`config.mk`:
```
export PLATFORM = sky130hd
export DESIGN_NAME = instr_sequencer
export DESIGN_NICKNAME = d
export VERILOG_FILES = /design/src/rtl/instr_sequencer_pkg.sv /design/src/rtl/instr_sequencer_decode.sv /design/src/rtl/instr_sequencer.sv
export SDC_FILE = /design/constraint.sdc
export NUM_CORES = 1
export LEC_CHECK = 0
export CAP_MARGIN = 20
export CORE_MARGIN = 3
export CORE_UTILIZATION = 39
export CTS_CLUSTER_DIAMETER = 50
export DETAILED_ROUTE_END_ITERATION = 8
export GPL_TIMING_DRIVEN = 0
export HOLD_SLACK_MARGIN = 0.15
export PLACE_DENSITY = 0.81
export SYNTH_ARGS = -nofsm -noshare
export SYNTH_HDL_FRONTEND = slang
export SYNTH_SLANG_ARGS = --single-unit
```
`constraint.sdc`:
```
create_clock -name CLK -period 2.2 [get_ports CLK]
set_clock_uncertainty 0.15 [all_clocks]
set_input_delay 0.44 -clock CLK [delete_from_list [all_inputs] [get_ports CLK]]
set_output_delay 0.44 -clock CLK [all_outputs]
set_load 0.05 [all_outputs]
```
`src/rtl/instr_sequencer_pkg.sv`:
```
// Shared types and constants for the instruction sequencer: class codes,
// FSM states, decoded-control payload and instruction-word field offsets.
package instr_sequencer_pkg;

  localparam int unsigned CLS_W  = 2;
  localparam int unsigned OP_W   = 4;
  localparam int unsigned MS_W   = 2;
  localparam int unsigned REG_W  = 3;
  localparam int unsigned CTRL_W = CLS_W + OP_W + MS_W + 1 + 3 * REG_W;

  // Branch condition code meaning "always taken"
  localparam logic [2:0] COND_ALWAYS = 3'b111;

  typedef enum logic [1:0] {
    CLS_ALU  = 2'b00,
    CLS_MOV  = 2'b01,
    CLS_JMP  = 2'b10,
    CLS_HALT = 2'b11
  } cls_e;

  typedef enum logic [1:0] {
    ST_IDLE  = 2'b00,
    ST_FETCH = 2'b01,
    ST_EXEC  = 2'b10,
    ST_HALT  = 2'b11
  } state_e;

  // Control portion of a decoded instruction (immediate carried separately)
  typedef struct packed {
    cls_e              cls;
    logic [OP_W-1:0]   op;
    logic [MS_W-1:0]   ms;
    logic              irs;
    logic [REG_W-1:0]  rs;
    logic [REG_W-1:0]  ar;
    logic [REG_W-1:0]  bs;
  } instr_ctrl_t;

  // Field LSB positions within the instruction word, as a function of DATA_W
  function automatic int unsigned bs_lsb(input int unsigned data_w);
    return data_w;
  endfunction

  function automatic int unsigned ar_lsb(input int unsigned data_w);
    return data_w + REG_W;
  endfunction

  function automatic int unsigned rs_lsb(input int unsigned data_w);
    return data_w + 2 * REG_W;
  endfunction

  function automatic int unsigned irs_bit(input int unsigned data_w);
    return data_w + 3 * REG_W;
  endfunction

  function automatic int unsigned ms_lsb(input int unsigned data_w);
    return data_w + 3 * REG_W + 1;
  endfunction

  function automatic int unsigned op_lsb(input int unsigned data_w);
    return data_w + 3 * REG_W + 1 + MS_W;
  endfunction

  function automatic int unsigned cls_lsb(input int unsigned data_w);
    return data_w + 3 * REG_W + 1 + MS_W + OP_W;
  endfunction

endpackage

```
`src/rtl/instr_sequencer_decode.sv`:
```
// Combinational split of an instruction word into control fields and immediate.
module instr_decode
  import instr_sequencer_pkg::*;
#(
  parameter  int unsigned DATA_W  = 8,
  localparam int unsigned INSTR_W = CTRL_W + DATA_W
) (
  input  logic [INSTR_W-1:0] word,
  output instr_ctrl_t        ctrl,
  output logic [DATA_W-1:0]  imm
);

  localparam int unsigned BS_LSB  = bs_lsb(DATA_W);
  localparam int unsigned AR_LSB  = ar_lsb(DATA_W);
  localparam int unsigned RS_LSB  = rs_lsb(DATA_W);
  localparam int unsigned IRS_BIT = irs_bit(DATA_W);
  localparam int unsigned MS_LSB  = ms_lsb(DATA_W);
  localparam int unsigned OP_LSB  = op_lsb(DATA_W);
  localparam int unsigned CLS_LSB = cls_lsb(DATA_W);

  // Field extraction
  always_comb begin
    ctrl.cls = cls_e'(word[CLS_LSB +: CLS_W]);
    ctrl.op  = word[OP_LSB +: OP_W];
    ctrl.ms  = word[MS_LSB +: MS_W];
    ctrl.irs = word[IRS_BIT];
    ctrl.rs  = word[RS_LSB +: REG_W];
    ctrl.ar  = word[AR_LSB +: REG_W];
    ctrl.bs  = word[BS_LSB +: REG_W];
    imm      = word[DATA_W-1:0];
  end

endmodule

```
`src/rtl/instr_sequencer.sv`:
```
// Fetch/decode/branch sequencer: fetches a word at pc, presents the decoded
// fields with a one-cycle exec_en strobe, then advances or branches.
module instr_sequencer
  import instr_sequencer_pkg::*;
#(
  parameter  int unsigned DATA_W  = 8,
  parameter  int unsigned ADDR_W  = 8,
  localparam int unsigned INSTR_W = CTRL_W + DATA_W
) (
  input  logic               CLK,
  input  logic               RST,
  input  logic               start,
  input  logic [ADDR_W-1:0]  start_addr,
  output logic               imem_req,
  output logic [ADDR_W-1:0]  imem_addr,
  input  logic [INSTR_W-1:0] imem_rdata,
  input  logic               imem_ack,
  input  logic [7:0]         flags,
  output logic               exec_en,
  output logic               ALU_INST,
  output logic               MEM_INST,
  output logic               JMP_INST,
  output logic [1:0]         MS,
  output logic               IRS,
  output logic [2:0]         RS,
  output logic [2:0]         AR,
  output logic [2:0]         BS,
  output logic [3:0]         OP,
  output logic [DATA_W-1:0]  IMM,
  output logic [ADDR_W-1:0]  pc,
  output logic               halted
);

  state_e             state_q;
  state_e             state_d;
  cls_e               cls_q;
  logic [ADDR_W-1:0]  pc_d;
  logic [ADDR_W-1:0]  pc_inc_c;
  logic               req_d;
  logic               exec_d;
  logic               halted_d;
  logic               load_c;
  logic               taken_c;
  logic [2:0]         cond_c;
  instr_ctrl_t        dec_ctrl;
  logic [DATA_W-1:0]  dec_imm;

  instr_decode #(
    .DATA_W (DATA_W)
  ) u_decode (
    .word (imem_rdata),
    .ctrl (dec_ctrl),
    .imm  (dec_imm)
  );

  assign imem_addr = pc;
  assign pc_inc_c  = pc + ADDR_W'(1);

  // Branch condition: code 111 always taken, else selected flag xor invert bit
  always_comb begin
    cond_c  = OP[2:0];
    taken_c = (cond_c == COND_ALWAYS) | (flags[cond_c] ^ OP[3]);
  end

  // Next-state, next-pc and strobe decode
  always_comb begin
    state_d = state_q;
    pc_d    = pc;
    exec_d  = 1'b0;
    load_c  = 1'b0;
    case (state_q)
      ST_IDLE, ST_HALT: begin
        if (start) begin
          state_d = ST_FETCH;
          pc_d    = start_addr;
        end
      end
      ST_FETCH: begin
        if (imem_ack) begin
          state_d = ST_EXEC;
          load_c  = 1'b1;
          exec_d  = (dec_ctrl.cls != CLS_HALT);
        end
      end
      ST_EXEC: begin
        case (cls_q)
          CLS_JMP: begin
            pc_d    = taken_c ? IMM[ADDR_W-1:0] : pc_inc_c;
            state_d = ST_FETCH;
          end
          CLS_HALT: begin
            state_d = ST_HALT;
          end
          default: begin
            pc_d    = pc_inc_c;
            state_d = ST_FETCH;
          end
        endcase
      end
      default: state_d = ST_IDLE;
    endcase
    req_d    = (state_d == ST_FETCH);
    halted_d = (state_d == ST_HALT);
  end

  // State, pc and registered control outputs
  always_ff @(posedge CLK or posedge RST) begin
    if (RST) begin
      state_q  <= ST_IDLE;
      pc       <= '0;
      imem_req <= 1'b0;
      exec_en  <= 1'b0;
      halted   <= 1'b0;
    end else begin
      state_q  <= state_d;
      pc       <= pc_d;
      imem_req <= req_d;
      exec_en  <= exec_d;
      halted   <= halted_d;
    end
  end

  // Decoded-field registers, loaded on fetch acknowledge and held until the next
  always_ff @(posedge CLK or posedge RST) begin
    if (RST) begin
      cls_q    <= CLS_ALU;
      ALU_INST <= 1'b0;
      MEM_INST <= 1'b0;
      JMP_INST <= 1'b0;
      MS       <= '0;
      IRS      <= 1'b0;
      RS       <= '0;
      AR       <= '0;
      BS       <= '0;
      OP       <= '0;
      IMM      <= '0;
    end else if (load_c) begin
      cls_q    <= dec_ctrl.cls;
      ALU_INST <= (dec_ctrl.cls == CLS_ALU);
      MEM_INST <= (dec_ctrl.cls == CLS_ALU) | (dec_ctrl.cls == CLS_MOV);
      JMP_INST <= (dec_ctrl.cls == CLS_JMP);
      MS       <= dec_ctrl.ms;
      IRS      <= dec_ctrl.irs;
      RS       <= dec_ctrl.rs;
      AR       <= dec_ctrl.ar;
      BS       <= dec_ctrl.bs;
      OP       <= dec_ctrl.op;
      IMM      <= dec_imm;
    end
  end

endmodule

```
==> results by stage <==
Synth:
- Ranked by total cell area, the synthesized netlist is headed by sky130_fd_sc_hd__dfrtp_1 (48%), sky130_fd_sc_hd__mux2_2 (13%), sky130_fd_sc_hd__o21ai_0 (5.4%).
- The proportion of netlist area held by the largest area contributor is a little under half.
- The synthesized design contains 42 register bits.
- The average footprint of a synthesized cell is between 10 and 15 um2.
- During synthesis, Yosys emitted a total of 0 warnings.
- The largest area contributor in the netlist is sky130_fd_sc_hd__dfrtp_1.
- The distinct cell type count after synthesis is 36.
- The instance count of the mapped netlist is 200.
- Summing the sequential cell areas from Yosys gives 47.6% of the chip area.
- The area of the mapped netlist is 2210 um2.
- The net count of the mapped netlist is 249.

Clock network:
- The clock tree from TritonCTS is done.
- The clock transition at the registers of the reported paths is 0.08 ns.
- Counting every sink on the clock net gives 42.
- The clock passes through at most 2 buffers.
- The clock buffer count from CTS is 5.
- The insertion delay to the later sink of the worst-skew pair is 0.29 ns.
- CTS placed an instance of sky130_fd_sc_hd__clkbuf_8 at the clock tree root.
- CTS built an H-tree with a depth of 2.

Floorplan:
- The row count is 26.
- The die is between 80 and 90 um wide.
- After floorplanning, the core was sized to cover 5300 um2.
- The floorplan step set the die height to 81.3 um.
- During I/O placement, the number of pins put on the boundary was 92.
- The initial core utilization is 41.7%.
- The floorplan die area is 6600 um2.

Setup path:
- STA classifies the critical path endpoint as an output pin.
- The critical path goes through clkdlybuf4s50_1.
- The maximum fanout encountered on the critical timing path is 6.
- The category of cells accounting for the largest share of critical-path delay is buffers and inverters.
- The endpoint of the worst-slack reg-to-reg timing path is imem_addr[5].
- The worst stage delay on the critical path is 0.83 ns.
- In this run the number of cells on the critical path is 1.
- The data required time at the worst endpoint is 1.61 ns.
- The launch point of the worst path is OP[0].
- The signal arrival time at the worst endpoint is 1.53 ns.
- The nature of the critical path startpoint is a register.
- The end of the critical path is OP[0].
- In this run the critical register-to-register path is launched from state_q[0].
- The depth of the worst register-to-register path is 8.
- The register-to-register path setup slack is 0.10 ns.
- For this design, the slowest cell found on the critical path is sky130_fd_sc_hd__clkdlybuf4s50_1.
- Together, buffers and inverters on the worst path number 1.
- The worst setup path category is reg -> out.

Placed design:
- After detailed placement, the total cell area comes to 3210 um2.
- Before CTS, the worst setup slack after placement is -0.144 ns.
- During placement, the flow inserted port buffers numbering 91.
- The weighted congestion at the end of routability-driven global placement is 0.879.
- Summed over all nets, the half-perimeter wirelength after detailed placement is 4240 um.

Worst hold path:
- The worst min-delay path category is reg -> reg.

GRT:
- The largest net degree at the start of global routing is 43.
- The final global-route overflow total is 0.
- The number of global-route vias before repair is roughly 2000.
- Global routing used 17.9% of the available tracks.
- The number of antenna violations at the first check in global routing came to 0.
- The first-pass GRT wire length is 9140 um.

Drt:
- The routed wire length on met2 is about 3000 um.
- The amount of wire on met3 after detailed routing is 462 um.
- The DRC violation count after routing is 0.
- Before antenna repair, the detailed router went through 4 iterations.
- The routed length per placed instance is 15.2 um.
- The average vias per placed instance is a little over 5.
- After detailed routing, the total wire length is 5700 um.
- After detailed routing, no signal wire sits above met4.
- The routed length on met1 is 2220 um.
- For this block, the initial DRC count from the detailed router was 136.
- Across all layers, the routed design uses a little under 2000 vias.
- The number of nets with antenna violations after routing is 0.

Layout:
- 0 antenna diodes ended up in the layout.
- In the final layout, flip-flops and latches occupy 1050 um2.
- The growth of design area from synthesis to finish is 51.3%.
- Leaving out fill and tap cells, the most frequent cell in the layout is sky130_fd_sc_hd__clkdlybuf4s50_1.
- The multi-input gate area in the final layout is 1010 um2.
- In the final layout, the share of cells above drive strength 1 is 20.1%.
- The number of nets in the final layout is 352.
- The top cell types in the final layout, fill and taps aside, are sky130_fd_sc_hd__clkdlybuf4s50_1 (74), sky130_fd_sc_hd__dfrtp_1 (42), sky130_fd_sc_hd__mux2_2 (26).
- Once layout is done, the placed cells without fillers occupy 3340 um2.
- Fill cells in the final layout number 450.

Job:
- The count of maximum capacitance violations is 0.

Timing:
- After layout, the worst path uses 96.5% of the clock period.
- The setup violation total in the final timing report is 0.
- The number of slew-limit violations in the final report is 0.
- The max-slew headroom at the worst pin is 41.0%.
- The achievable clock frequency is around 470 MHz.
- The worst hold slack after final layout is 0.335 ns.
- The worst path in the final design needs a cycle of 2.12 ns, including I/O delays and setup.
- The final-report hold violation count is 0.
- For the pin with the worst max-slew slack, the measured transition is approximately 0.88 ns.
- Across all setup checks in the final design, the least slack found is 0.0760 ns.

Status:
- The flow ran to the end, and the final reports show no timing, DRC or antenna violations.
## metal layers
| layer | vias to the layer above | global-route usage (%) |
|---|---|---|
| met5 | - | 0 |
| met4 | 0 | 3.72 |
| met3 | 4 | 4.99 |
| met2 | 89 | 32.6 |
| met1 | 922 | 20.8 |
| li1 | 928 | - |
## registers in the layout, summed over array words and instances (netlist names)
signal     cells
IMM            8
MEM_INST       1
imem_addr      8
IRS            1
cls_q          2
halted         1
imem_req       1
BS             3
JMP_INST       1
state_q        2
RS             3
ALU_INST       1
MS             2
OP             4
AR             3
exec_en        1
## kinds of logic (layout without fill, tap and decap cells)
logic type	Yosys count	count (layout)	synth area share, %
AO/OA/AOI/OAI	55	55	17.0
flip-flops	42	42	47.6
AND/OR/NAND/NOR	34	34	8.89
multiplexers	30	30	15.1
buffers and inverters	30	134	7.36
XOR/XNOR	6	6	2.38
adder cells (fa/ha/maj)	3	3	1.70
## what timing repair did
| item | 4_1_cts | 5_1_grt |
|---|---|---|
| hold buffers | 0 | 0 |
| resized for setup | 19 | 7 |
| endpoints found under the setup margin | 21 | 30 |
| setup buffers | 4 | 2 |
| endpoints found under the hold margin | 0 | 0 |
| pin swaps | 1 | 2 |
## synthesized netlist by cell type, drive strengths merged
cell,number
a311oi,1
a21oi,1
a21boi,1
ha,3
o31ai,1
clkbuf,6
nand4,4
nand3,5
and2,2
buf,14
nand2,7
o22ai,1
o211a,1
mux2,26
and3,2
a221o,1
mux2i,4
and4,1
inv,10
dfrtp,42
a22oi,3
xnor2,2
a311o,6
nor2b,5
nor2,3
o211ai,15
nand2b,2
xor2,4
o21ai,24
nand3b,3
## worst min-delay path by stage
stage / start / end / slack [ns] / cells past startpoint
5_1_grt: BS[1] / BS[1] / 0.38 / 1
2_1_floorplan: imem_rdata[25] / exec_en / 0.38 / 1
3_5_place_dp: ALU_INST / ALU_INST / 0.33 / 2
3_3_place_gp: ALU_INST / ALU_INST / 0.31 / 2
6_report: ALU_INST / ALU_INST / 0.33 / 2
4_1_cts: ALU_INST / ALU_INST / 0.34 / 2
## layout make-up
class | count | area share, %
clock buffers | 7 | 2.58
flip-flops and latches | 42 | 31.4
inverters | 10 | 1.12
well taps | 70 | 2.62
repair buffers | 97 | 28.2
multi-input cells | 128 | 30.2
plain buffers | 19 | 3.74
clock inverters | 1 | 0.150
## stage by stage
stage	setup TNS (ns)	instances	util, %
floorplan	0	200	-
global placement	-11.25	361	60.5
finish	0	374	63.0
CTS	0	373	62.7
global route	-0.00356	374	63.0
detailed placement	-2.74	361	60.5
Power is not shown: default switching activity piles up to over one toggle a cycle in this logic, so the estimate is an artifact.
==> RTL edit (same settings) <==
Encoding of `state_e`: now one-hot (4 bits for 4 states).
--- a/src/rtl/instr_sequencer_pkg.sv
+++ b/src/rtl/instr_sequencer_pkg.sv
@@ -18,11 +18,11 @@
     CLS_HALT = 2'b11
   } cls_e;
 
-  typedef enum logic [1:0] {
-    ST_IDLE  = 2'b00,
-    ST_FETCH = 2'b01,
-    ST_EXEC  = 2'b10,
-    ST_HALT  = 2'b11
+  typedef enum logic [3:0] {
+    ST_IDLE  = 4'b0001,
+    ST_FETCH = 4'b0010,
+    ST_EXEC  = 4'b0100,
+    ST_HALT  = 4'b1000
   } state_e;
 
   // Control portion of a decoded instruction (immediate carried separately)
Behaviour: same outputs for any inputs over 10 cycles, from zero or initial values and one cycle with RST high; not proved beyond that.
==> RTL edit against the original RTL <==
  * Sequential share of layout area grew 0.25 points
  * Cell area increased by 4.3%
  * Synthesized area rose by 3.6%
  * Critical path depth stayed put
  * Via count up 13%
  * Utilization shrank 0.87 points
  * Setup slack got worse by 0.042 ns
  * Sequential cell count grew 2
  * Routed wire length up 5.9%
==> RTL edit: results (changes against the original RTL) <==
run_status: "finished, final reports clean"  # unchanged
min_to: "BS[1]"  # was ALU_INST
timing.rr.start: "OP[1]"  # was state_q[0]
num-nets-final: 410  # was 352
grt_usage_pct: 19.2  # was 17.9%
use_met2_pct: 33.1  # was 32.6%
fillCellCount: 516  # was 450
timing.hold.ws_ns: 0.329  # was 0.335 ns
p_int_uw: 2760
drt-met1-wl_um: 2470  # was 2220 um
endpoint: "imem_addr[3]"  # was OP[0]
grt_pass1_wl_um: 10000  # was 9140 um
reg2reg_to: "imem_addr[6]"  # was imem_addr[5]
antenna_found_initial: 0  # unchanged
placed_area_sq_um: 3310  # was 3210 sq um
drt_iter0_drc: 85  # was 136
power_density_nw_per_um2: 1600
place_ws_ns: -0.243  # was -0.144 ns
placed_cells: 423  # was 361
synthesis.nets: 307  # was 249
hold_path.class: "reg2reg"  # unchanged
fin_util_pct: 62.2  # was 63.0%
met2_length_um: 3060  # was 3000 um
synth_cell_types: 47  # was 36
hold_start: "BS[1]"  # was ALU_INST
clkSlewWorstSetupHoldPaths_ns: 0.09
yosysSeqAreaShare_pct: 48.2  # was 47.6%
finalWirelength_um: 6040  # was 5700 um
syn_inst: 260  # was 200
final_layout_size_suffix_gt1_share_pct: 12.6  # was 20.1%
synthTopCellsByArea: "dfrtp_1 47%, nand2_1 14%, buf_4 3.3%"  # was dfrtp_1 48%, mux2_2 13%, o21ai_0 5.4%
use_met3_pct: 4.66  # was 4.99%
leakagePower_uw: 0.00161
wire_per_inst_um: 13.9  # was 15.2 um
crit_start: "imem_addr[3]"  # was OP[0]
io_buffer_count: 90  # was 91
met3_length_um: 464  # was 462 um
relSlewSlack_pct: 64.4  # was 41.0%
fin_crit_ns: 2.17  # was 2.12 ns
rrSetupSlack_ns: 0.12  # was 0.10 ns
synthTopCellsByCount: "88 x nand2_1, 43 x dfrtp_1, 10 x buf_4, 10 x nor2_1, 8 x a21oi_1"  # was 42 x dfrtp_1, 26 x mux2_2, 24 x o21ai_0, 15 x o211ai_1, 10 x inv_1
grt_max_degree: 24  # was 43
arrival_ns: 1.58  # was 1.53 ns
hpwl_um: 4580  # was 4240 um
place_congestion: 0.860  # was 0.879
gr-usage-met1_pct: 24.4  # was 20.8%
grt_pass1_vias: 2098  # was 1990
post_drt_via_cell_ratio: 5.02  # was 5.20
==> RTL edit: cell types whose count changed in the layout (fill, tap and decap cells not counted), sizes merged, moves of 8 or more <==
cell,before,now
o21ai,24,9
nor2,3,11
o211ai,15,2
mux2,26,0
nand2,7,88
==> RTL edit: area by class of cell <==
| cell class | instances | area share [%] |
|---|---|---|
| flip-flops and latches | 44 | 31.7 |
| multi-input cells | 188 | 30.4 |
| repair buffers | 96 | 27.7 |
| plain buffers | 20 | 3.77 |
| well taps | 72 | 2.58 |
| clock buffers | 6 | 2.08 |
| clock inverters | 2 | 1.00 |
| inverters | 8 | 0.861 |
==> RTL edit: cell families after synthesis <==
family	after synthesis	synth area share, %
simple gates	131	26.2
compound gates	46	13.6
mux	8	3.66
flops	44	48.2
xor+xnor	2	0.766
fa+ha+maj	1	0.547
buf+inv	28	7.05
==> RTL edit: repair_timing <==
item,4_1_cts,5_1_grt
setup endpoints to repair,9,10
buffers inserted,0,5
pin swaps,0,2
gates resized for setup,9,10
hold buffers,0,0
